[config.mk]
export PLATFORM = sky130hd
export DESIGN_NAME = hbm_stream_addr_gen
export DESIGN_NICKNAME = d
export VERILOG_FILES = /design/src/rtl/hbm_pkg.sv /design/src/rtl/hbm_chnl_addr_gen.sv /design/src/rtl/hbm_stream_addr_gen.sv
export SDC_FILE = /design/constraint.sdc
export NUM_CORES = 2
export LEC_CHECK = 0
export CAP_MARGIN = 30
export CORE_MARGIN = 5
export CORE_UTILIZATION = 45
export DETAILED_ROUTE_END_ITERATION = 8
export GPL_ROUTABILITY_DRIVEN = 0
export SLEW_MARGIN = 30
export SYNTH_ARGS = -nofsm -noshare
export SYNTH_HDL_FRONTEND = slang
export SYNTH_SLANG_ARGS = --single-unit
[constraint.sdc]
create_clock -name clk -period 8.6 [get_ports clk]
set_clock_uncertainty 0.15 [all_clocks]
set_input_delay 2.58 -clock clk [delete_from_list [all_inputs] [get_ports clk]]
set_output_delay 2.58 -clock clk [all_outputs]
set_load 0.02 [all_outputs]
[src/rtl/hbm_pkg.sv]
// Shared definitions for the HBM streaming read address generator:
// FSM encoding, AXI length/4 KB constants and default parameters.
package hbm_pkg;

  localparam int HBM_NUM_CHNL_DEF   = 8;
  localparam int HBM_ADDR_WIDTH_DEF = 33;
  localparam int HBM_ID_WIDTH_DEF   = 5;
  localparam int HBM_MAX_OUTST_DEF  = 8;

  localparam int AXI_4KB_BYTES = 4096;
  localparam int AXI_4KB_BITS  = 12;
  localparam int AXI_LEN_WIDTH = 8;
  localparam int AXI_MAX_LEN   = 255;

  // Wide enough for the largest legal MAX_OUTSTANDING of 15.
  localparam int OUTST_WIDTH = 4;

  typedef enum logic [1:0] {
    ST_IDLE  = 2'd0,
    ST_ISSUE = 2'd1,
    ST_DRAIN = 2'd2
  } gen_state_e;

  function automatic logic [15:0] eff_repeat(input logic [15:0] rep);
    return (rep == 16'd0) ? 16'd1 : rep;
  endfunction

endpackage

[src/rtl/hbm_chnl_addr_gen.sv]
// One AXI read channel: walks addresses by stride for a number of passes and
// tracks in-flight bursts so issue is throttled at MAX_OUTSTANDING.
module hbm_chnl_addr_gen
  import hbm_pkg::*;
#(
  parameter int ADDR_WIDTH      = HBM_ADDR_WIDTH_DEF,
  parameter int MAX_OUTSTANDING = HBM_MAX_OUTST_DEF
) (
  input  logic                  clk,
  input  logic                  rst,
  input  logic                  load,
  input  logic                  issue_en,
  input  logic [ADDR_WIDTH-1:0] base_addr,
  input  logic [31:0]           stride,
  input  logic [31:0]           ops,
  input  logic [15:0]           pass_total,
  input  logic                  arready,
  input  logic                  rlast_hs,
  output logic                  arvalid,
  output logic [ADDR_WIDTH-1:0] araddr,
  output logic                  finished,
  output logic                  drained_next
);

  logic [ADDR_WIDTH-1:0]  base_q, base_d;
  logic [ADDR_WIDTH-1:0]  addr_q, addr_d;
  logic [31:0]            op_cnt_q, op_cnt_d;
  logic [15:0]            pass_cnt_q, pass_cnt_d;
  logic [OUTST_WIDTH-1:0] outst_q, outst_d;
  logic                   hs;
  logic                   ret;

  // Valid depends only on flops, so it cannot drop while stalled unless the FSM leaves ISSUE.
  assign finished     = (ops == 32'd0) || (pass_cnt_q == pass_total);
  assign arvalid      = issue_en && !finished && (outst_q < OUTST_WIDTH'(MAX_OUTSTANDING));
  assign araddr       = addr_q;
  assign hs           = arvalid && arready;
  assign ret          = rlast_hs && (outst_q != '0);
  assign drained_next = (outst_d == '0);

  always_comb begin
    base_d     = base_q;
    addr_d     = addr_q;
    op_cnt_d   = op_cnt_q;
    pass_cnt_d = pass_cnt_q;
    outst_d    = outst_q;
    if (load) begin
      base_d     = base_addr;
      addr_d     = base_addr;
      op_cnt_d   = '0;
      pass_cnt_d = '0;
    end else if (hs) begin
      if (op_cnt_q + 32'd1 == ops) begin
        op_cnt_d   = '0;
        pass_cnt_d = pass_cnt_q + 16'd1;
        addr_d     = base_q;
      end else begin
        op_cnt_d = op_cnt_q + 32'd1;
        addr_d   = addr_q + ADDR_WIDTH'(stride);
      end
    end
    if (hs && !ret) begin
      outst_d = outst_q + 1'b1;
    end else if (!hs && ret) begin
      outst_d = outst_q - 1'b1;
    end
  end

  always_ff @(posedge clk) begin
    if (rst) begin
      base_q     <= '0;
      addr_q     <= '0;
      op_cnt_q   <= '0;
      pass_cnt_q <= '0;
      outst_q    <= '0;
    end else begin
      base_q     <= base_d;
      addr_q     <= addr_d;
      op_cnt_q   <= op_cnt_d;
      pass_cnt_q <= pass_cnt_d;
      outst_q    <= outst_d;
    end
  end

  always_ff @(posedge clk) begin
    if (!rst && hs && rlast_hs && (outst_q != '0)) begin
      assert (outst_d == outst_q);
    end
  end

endmodule

[src/rtl/hbm_stream_addr_gen.sv]
// Multi-channel HBM read address generator: global IDLE/ISSUE/DRAIN control,
// latched job configuration and the done/aborted completion pulse.
module hbm_stream_addr_gen
  import hbm_pkg::*;
#(
  parameter int NUM_CHNL        = HBM_NUM_CHNL_DEF,
  parameter int ADDR_WIDTH      = HBM_ADDR_WIDTH_DEF,
  parameter int ID_WIDTH        = HBM_ID_WIDTH_DEF,
  parameter int MAX_OUTSTANDING = HBM_MAX_OUTST_DEF
) (
  input  logic                           clk,
  input  logic                           rst,
  input  logic                           start,
  input  logic                           abort,
  input  logic [ADDR_WIDTH-1:0]          cfg_init_addr,
  input  logic [ADDR_WIDTH-1:0]          cfg_chnl_offset,
  input  logic [31:0]                    cfg_stride,
  input  logic [31:0]                    cfg_ops,
  input  logic [AXI_LEN_WIDTH-1:0]       cfg_burst_len,
  input  logic [15:0]                    cfg_repeat,
  output logic [NUM_CHNL-1:0]            m_arvalid,
  input  logic [NUM_CHNL-1:0]            m_arready,
  output logic [NUM_CHNL*ADDR_WIDTH-1:0] m_araddr,
  output logic [NUM_CHNL*8-1:0]          m_arlen,
  output logic [NUM_CHNL*ID_WIDTH-1:0]   m_arid,
  input  logic [NUM_CHNL-1:0]            m_rlast_hs,
  output logic                           busy,
  output logic                           done,
  output logic                           aborted
);

  gen_state_e               state_q, state_d;
  logic [31:0]              stride_q, stride_d;
  logic [31:0]              ops_q, ops_d;
  logic [AXI_LEN_WIDTH-1:0] len_q, len_d;
  logic [15:0]              pass_total_q, pass_total_d;
  logic                     abort_flag_q, abort_flag_d;
  logic                     busy_q, busy_d;
  logic                     done_q, done_d;
  logic                     aborted_q, aborted_d;
  logic                     load;
  logic [NUM_CHNL-1:0]      chnl_finished;
  logic [NUM_CHNL-1:0]      chnl_drained;

  assign busy    = busy_q;
  assign done    = done_q;
  assign aborted = aborted_q;

  // DRAIN is skipped when nothing is in flight, so an empty job completes two cycles after start.
  always_comb begin
    state_d      = state_q;
    stride_d     = stride_q;
    ops_d        = ops_q;
    len_d        = len_q;
    pass_total_d = pass_total_q;
    abort_flag_d = abort_flag_q;
    done_d       = 1'b0;
    aborted_d    = 1'b0;
    load         = 1'b0;
    case (state_q)
      ST_IDLE: begin
        if (start) begin
          load         = 1'b1;
          state_d      = ST_ISSUE;
          stride_d     = cfg_stride;
          ops_d        = cfg_ops;
          len_d        = cfg_burst_len;
          pass_total_d = eff_repeat(cfg_repeat);
          abort_flag_d = 1'b0;
        end
      end
      ST_ISSUE: begin
        if (abort) begin
          abort_flag_d = 1'b1;
          state_d      = ST_DRAIN;
        end else if (&chnl_finished) begin
          if (&chnl_drained) begin
            state_d = ST_IDLE;
            done_d  = 1'b1;
          end else begin
            state_d = ST_DRAIN;
          end
        end
      end
      ST_DRAIN: begin
        if (abort) begin
          abort_flag_d = 1'b1;
        end
        if (&chnl_drained) begin
          state_d   = ST_IDLE;
          done_d    = 1'b1;
          aborted_d = abort_flag_d;
        end
      end
      default: state_d = ST_IDLE;
    endcase
    busy_d = (state_d != ST_IDLE);
  end

  always_ff @(posedge clk) begin
    if (rst) begin
      state_q      <= ST_IDLE;
      stride_q     <= '0;
      ops_q        <= '0;
      len_q        <= '0;
      pass_total_q <= '0;
      abort_flag_q <= 1'b0;
      busy_q       <= 1'b0;
      done_q       <= 1'b0;
      aborted_q    <= 1'b0;
    end else begin
      state_q      <= state_d;
      stride_q     <= stride_d;
      ops_q        <= ops_d;
      len_q        <= len_d;
      pass_total_q <= pass_total_d;
      abort_flag_q <= abort_flag_d;
      busy_q       <= busy_d;
      done_q       <= done_d;
      aborted_q    <= aborted_d;
    end
  end

  for (genvar c = 0; c < NUM_CHNL; c++) begin : g_chnl
    hbm_chnl_addr_gen #(
      .ADDR_WIDTH     (ADDR_WIDTH),
      .MAX_OUTSTANDING(MAX_OUTSTANDING)
    ) u_chnl (
      .clk         (clk),
      .rst         (rst),
      .load        (load),
      .issue_en    (state_q == ST_ISSUE),
      .base_addr   (cfg_init_addr + ADDR_WIDTH'(c) * cfg_chnl_offset),
      .stride      (stride_q),
      .ops         (ops_q),
      .pass_total  (pass_total_q),
      .arready     (m_arready[c]),
      .rlast_hs    (m_rlast_hs[c]),
      .arvalid     (m_arvalid[c]),
      .araddr      (m_araddr[c*ADDR_WIDTH +: ADDR_WIDTH]),
      .finished    (chnl_finished[c]),
      .drained_next(chnl_drained[c])
    );
    assign m_arlen[c*8 +: 8]              = len_q;
    assign m_arid[c*ID_WIDTH +: ID_WIDTH] = ID_WIDTH'(c);
  end

endmodule

==> results.cfg <==
[outcome]
run_status = finished clean

[power]
power.density_cell_area_mw_per_mm2 = 210
p_clk_frac = 0.300
switching_share = 0.399
power.sequential.fraction = 0.304
p_leak_nw = 37.4
max-vdd-ir-drop_uv = 161
share_comb_of_total_power = 0.396
power.switching_w = 0.00793
internal_power_w = 0.0119

[synthesis]
synth.cell_area_mm2 = 0.0834
dominantRegCellSynth = sky130_fd_sc_hd__dfxtp_1
post_synth.cell_area_avg_um2 = 7.66
yosys-top-cells-area = sky130_fd_sc_hd__dfxtp_1 25%, sky130_fd_sc_hd__ha_1 8.6%, sky130_fd_sc_hd__a21oi_1 7.2%
synth_edf_count = 0
number_of_synthesized_register_bits = 1028
ys_types = 104
post-synth-top-area-fraction = 0.247
yosysTopAreaCell = sky130_fd_sc_hd__dfxtp_1
yosysWarnings = 0
synth.yosys.seq_area_share = 0.247
post_synth_inst_count = 10900
asyncSetResetFlopFracSynth = 0
synth_common_cells = 1246 x sky130_fd_sc_hd__nand2_1, 1195 x sky130_fd_sc_hd__a21oi_1, 1028 x sky130_fd_sc_hd__dfxtp_1
yosys.cell_count.top_type = sky130_fd_sc_hd__nand2_1

[drt]
post_drt_via_cell_ratio = 6.12
route.vias.total = 83600
drt_pass1_iterations = 6
post_detailed_routing_wire_length_um = 327000
final_ant_viol_nets = 0
drc = 0
post_drt_wl_per_cell_um = 23.9
drt_iter0_markers = 7246

[placement]
port_buffers = 512
dp.final_hpwl_um = 240000

[layout]
layout-area-overhead-vs-synth_pct = 13.7
layout.nets = 11900
drive_above_1_share = 0.0488
fillerInstances = 17800
post-route-util = 0.513

[floorplan]
rows = 158
fp.dieW_um = 440
initial_core_util = 0.451
pin_count = 553
design.die.area_mm2 = 0.194
die_height_um = 440
fp.coreArea_mm2 = 0.185

[global_route]
grt.total_usage = 0.320
grt_max_degree = 144
number_of_antenna_violations_at_the_first_check_in_global_routing = 23
first_global_vias = 78000
grt-ovfl-total = 0
wire_length_of_the_first_global_routing_pass_um = 481000

[timing]
max-slew-margin-rel = 0.287
setup_viol = 0
period_minus_slack_ns = 7.84
unrepaired_setup_endpoints_after_global_routing = no
hold_violations = 0
timing.fmax_ghz = 0.128
drv_slew = 0
fin_setup_tns_ns = 0
timing.final.crit_share = 0.912
worst-slew-pin-transition_ns = 1.06

[worst_setup_path]
timing.critical_path.required_ns = 9.09
worstSetupPathType = in2reg
r2r_slack_ns = 2.74
end_kind = register
critical_path_arrival_ns = 8.33
path_max_fanout = 7
worst_setup_path_start_kind = primary input

[clock_tree]
setup_bufs_post_cts = 0
ctsResizeCount = 0
clock-root-buffer = sky130_fd_sc_hd__clkbuf_16
cts.path.max_buffers = 3
clkTransAtPathRegs_ns = 0.06
clock_sinks = 1028
clock_insertion_delay_worst_skew_ns = 0.80
post_cts_hold_buffer_count = 0
cts_htree_levels = 4
tritoncts = yes
cts-buffers-inserted = 133

[worst_hold_path]
min_path_type = reg2reg

[job]
drv_cap = 0
-- cell usage in the layout, fill, tap and decap left out, drive strengths merged, types with 301 or more instances in the layout --
cell	count
xnor2	562
nand3	301
clkdlybuf4s50	511
nor2	736
ha	570
xor2	416
inv	389
dfxtp	1028
o21ai	658
a21oi	1195
nand2	1246
-- kinds of logic (layout without fill, tap and decap cells) --
family,Yosys count,in the layout,share of synthesized area
xor+xnor,980,980,0.103
other cells,2,60,0.0000901
flops,1028,1028,0.247
simple gates,3790,3790,0.227
compound gates,3125,3125,0.229
buf+inv,1102,1329,0.0567
fa+ha+maj,714,714,0.119
mux,152,152,0.0183
-- final cells by class --
class	instances	area (um2)	area share
clock buffers	196	3840	0.0405
clock inverters	46	743	0.00784
inverters	380	1430	0.0150
repair buffers	707	6700	0.0707
multi-input cells	8801	58400	0.616
diodes	20	50.0	0.000528
flip-flops and latches	1028	20600	0.217
well taps	2480	3100	0.0327
-- per-layer routing --
layer  track usage  up-vias  wire length, um
li1              -    39400                -
met2         0.529     3242           149000
met5             0        -               55
met3        0.0505      875            22200
met1         0.378    40100           127000
met4         0.228        8            28300
-- power groups by stage --
stage	Clock [W]	Combinational, W	Sequential (W)
floorplan	0	0.00495	0.00609
global placement	0	0.00760	0.00613
detailed placement	0	0.00773	0.00615
CTS	0.00604	0.00779	0.00605
global route	0.00624	0.00853	0.00609
finish	0.00596	0.00786	0.00605
-- flip-flops by register name, summed over array words and instances, names as in the netlist --
register and flops:
g_chnl.u_chnl.pass_cnt_q 128, stride_q 32, abort_flag_q 1, len_q 8
g_chnl.u_chnl.base_q 254, g_chnl.u_chnl.araddr 264, pass_total_q 16, busy 1
g_chnl.u_chnl.outst_q 32, done 1, g_chnl.u_chnl.op_cnt_q 256, ops_q 32
state_q 2, aborted 1
-- worst max-delay path: stages --
cell	delay, ns
sky130_fd_sc_hd__clkdlybuf4s50_1	0.63
sky130_fd_sc_hd__ha_1	0.45
sky130_fd_sc_hd__a21oi_1	0.11
sky130_fd_sc_hd__o21bai_1	0.14
sky130_fd_sc_hd__a21oi_1	0.11
sky130_fd_sc_hd__o21ai_0	0.41
sky130_fd_sc_hd__a21oi_1	0.18
sky130_fd_sc_hd__o31ai_1	0.43
sky130_fd_sc_hd__a31o_2	0.28
sky130_fd_sc_hd__a21o_1	0.12
sky130_fd_sc_hd__a21oi_1	0.07
sky130_fd_sc_hd__xnor2_1	0.14
sky130_fd_sc_hd__ha_1	0.37
sky130_fd_sc_hd__a21o_1	0.19
sky130_fd_sc_hd__a21o_1	0.19
sky130_fd_sc_hd__a41o_1	0.22
sky130_fd_sc_hd__a211oi_1	0.42
sky130_fd_sc_hd__a21oi_1	0.18
sky130_fd_sc_hd__o32ai_1	0.54
sky130_fd_sc_hd__o311ai_0	0.24
sky130_fd_sc_hd__xnor2_1	0.22
sky130_fd_sc_hd__o22ai_1	0.09
-- path summary, 6_finish.rpt --
check | start | endpoint | cells past startpoint
setup reg to reg | ops_q[23] | busy | 13
hold / removal | g_chnl[2].u_chnl.base_q[27] | g_chnl[2].u_chnl.base_q[27] | 2
setup / recovery | cfg_chnl_offset[3] | g_chnl[6].u_chnl.araddr[31] | 22
hold reg to reg | g_chnl[2].u_chnl.base_q[27] | g_chnl[2].u_chnl.base_q[27] | 2
-- through the flow --
stage          instances  area (um2)  power [W]  hold slack, ns  setup WS (ns)
3_5_place_dp       13400       90200     0.0139           0.283          0.127
6_report           13700       94800     0.0199           0.291          0.759
2_1_floorplan      10900       83500     0.0110           0.264           1.53
5_1_grt            13600       94800     0.0209           0.313          0.431
3_3_place_gp       13400       90100     0.0137           0.278          0.109
4_1_cts            13600       94700     0.0199           0.293          0.926
Power figures use the tool's default switching activity.
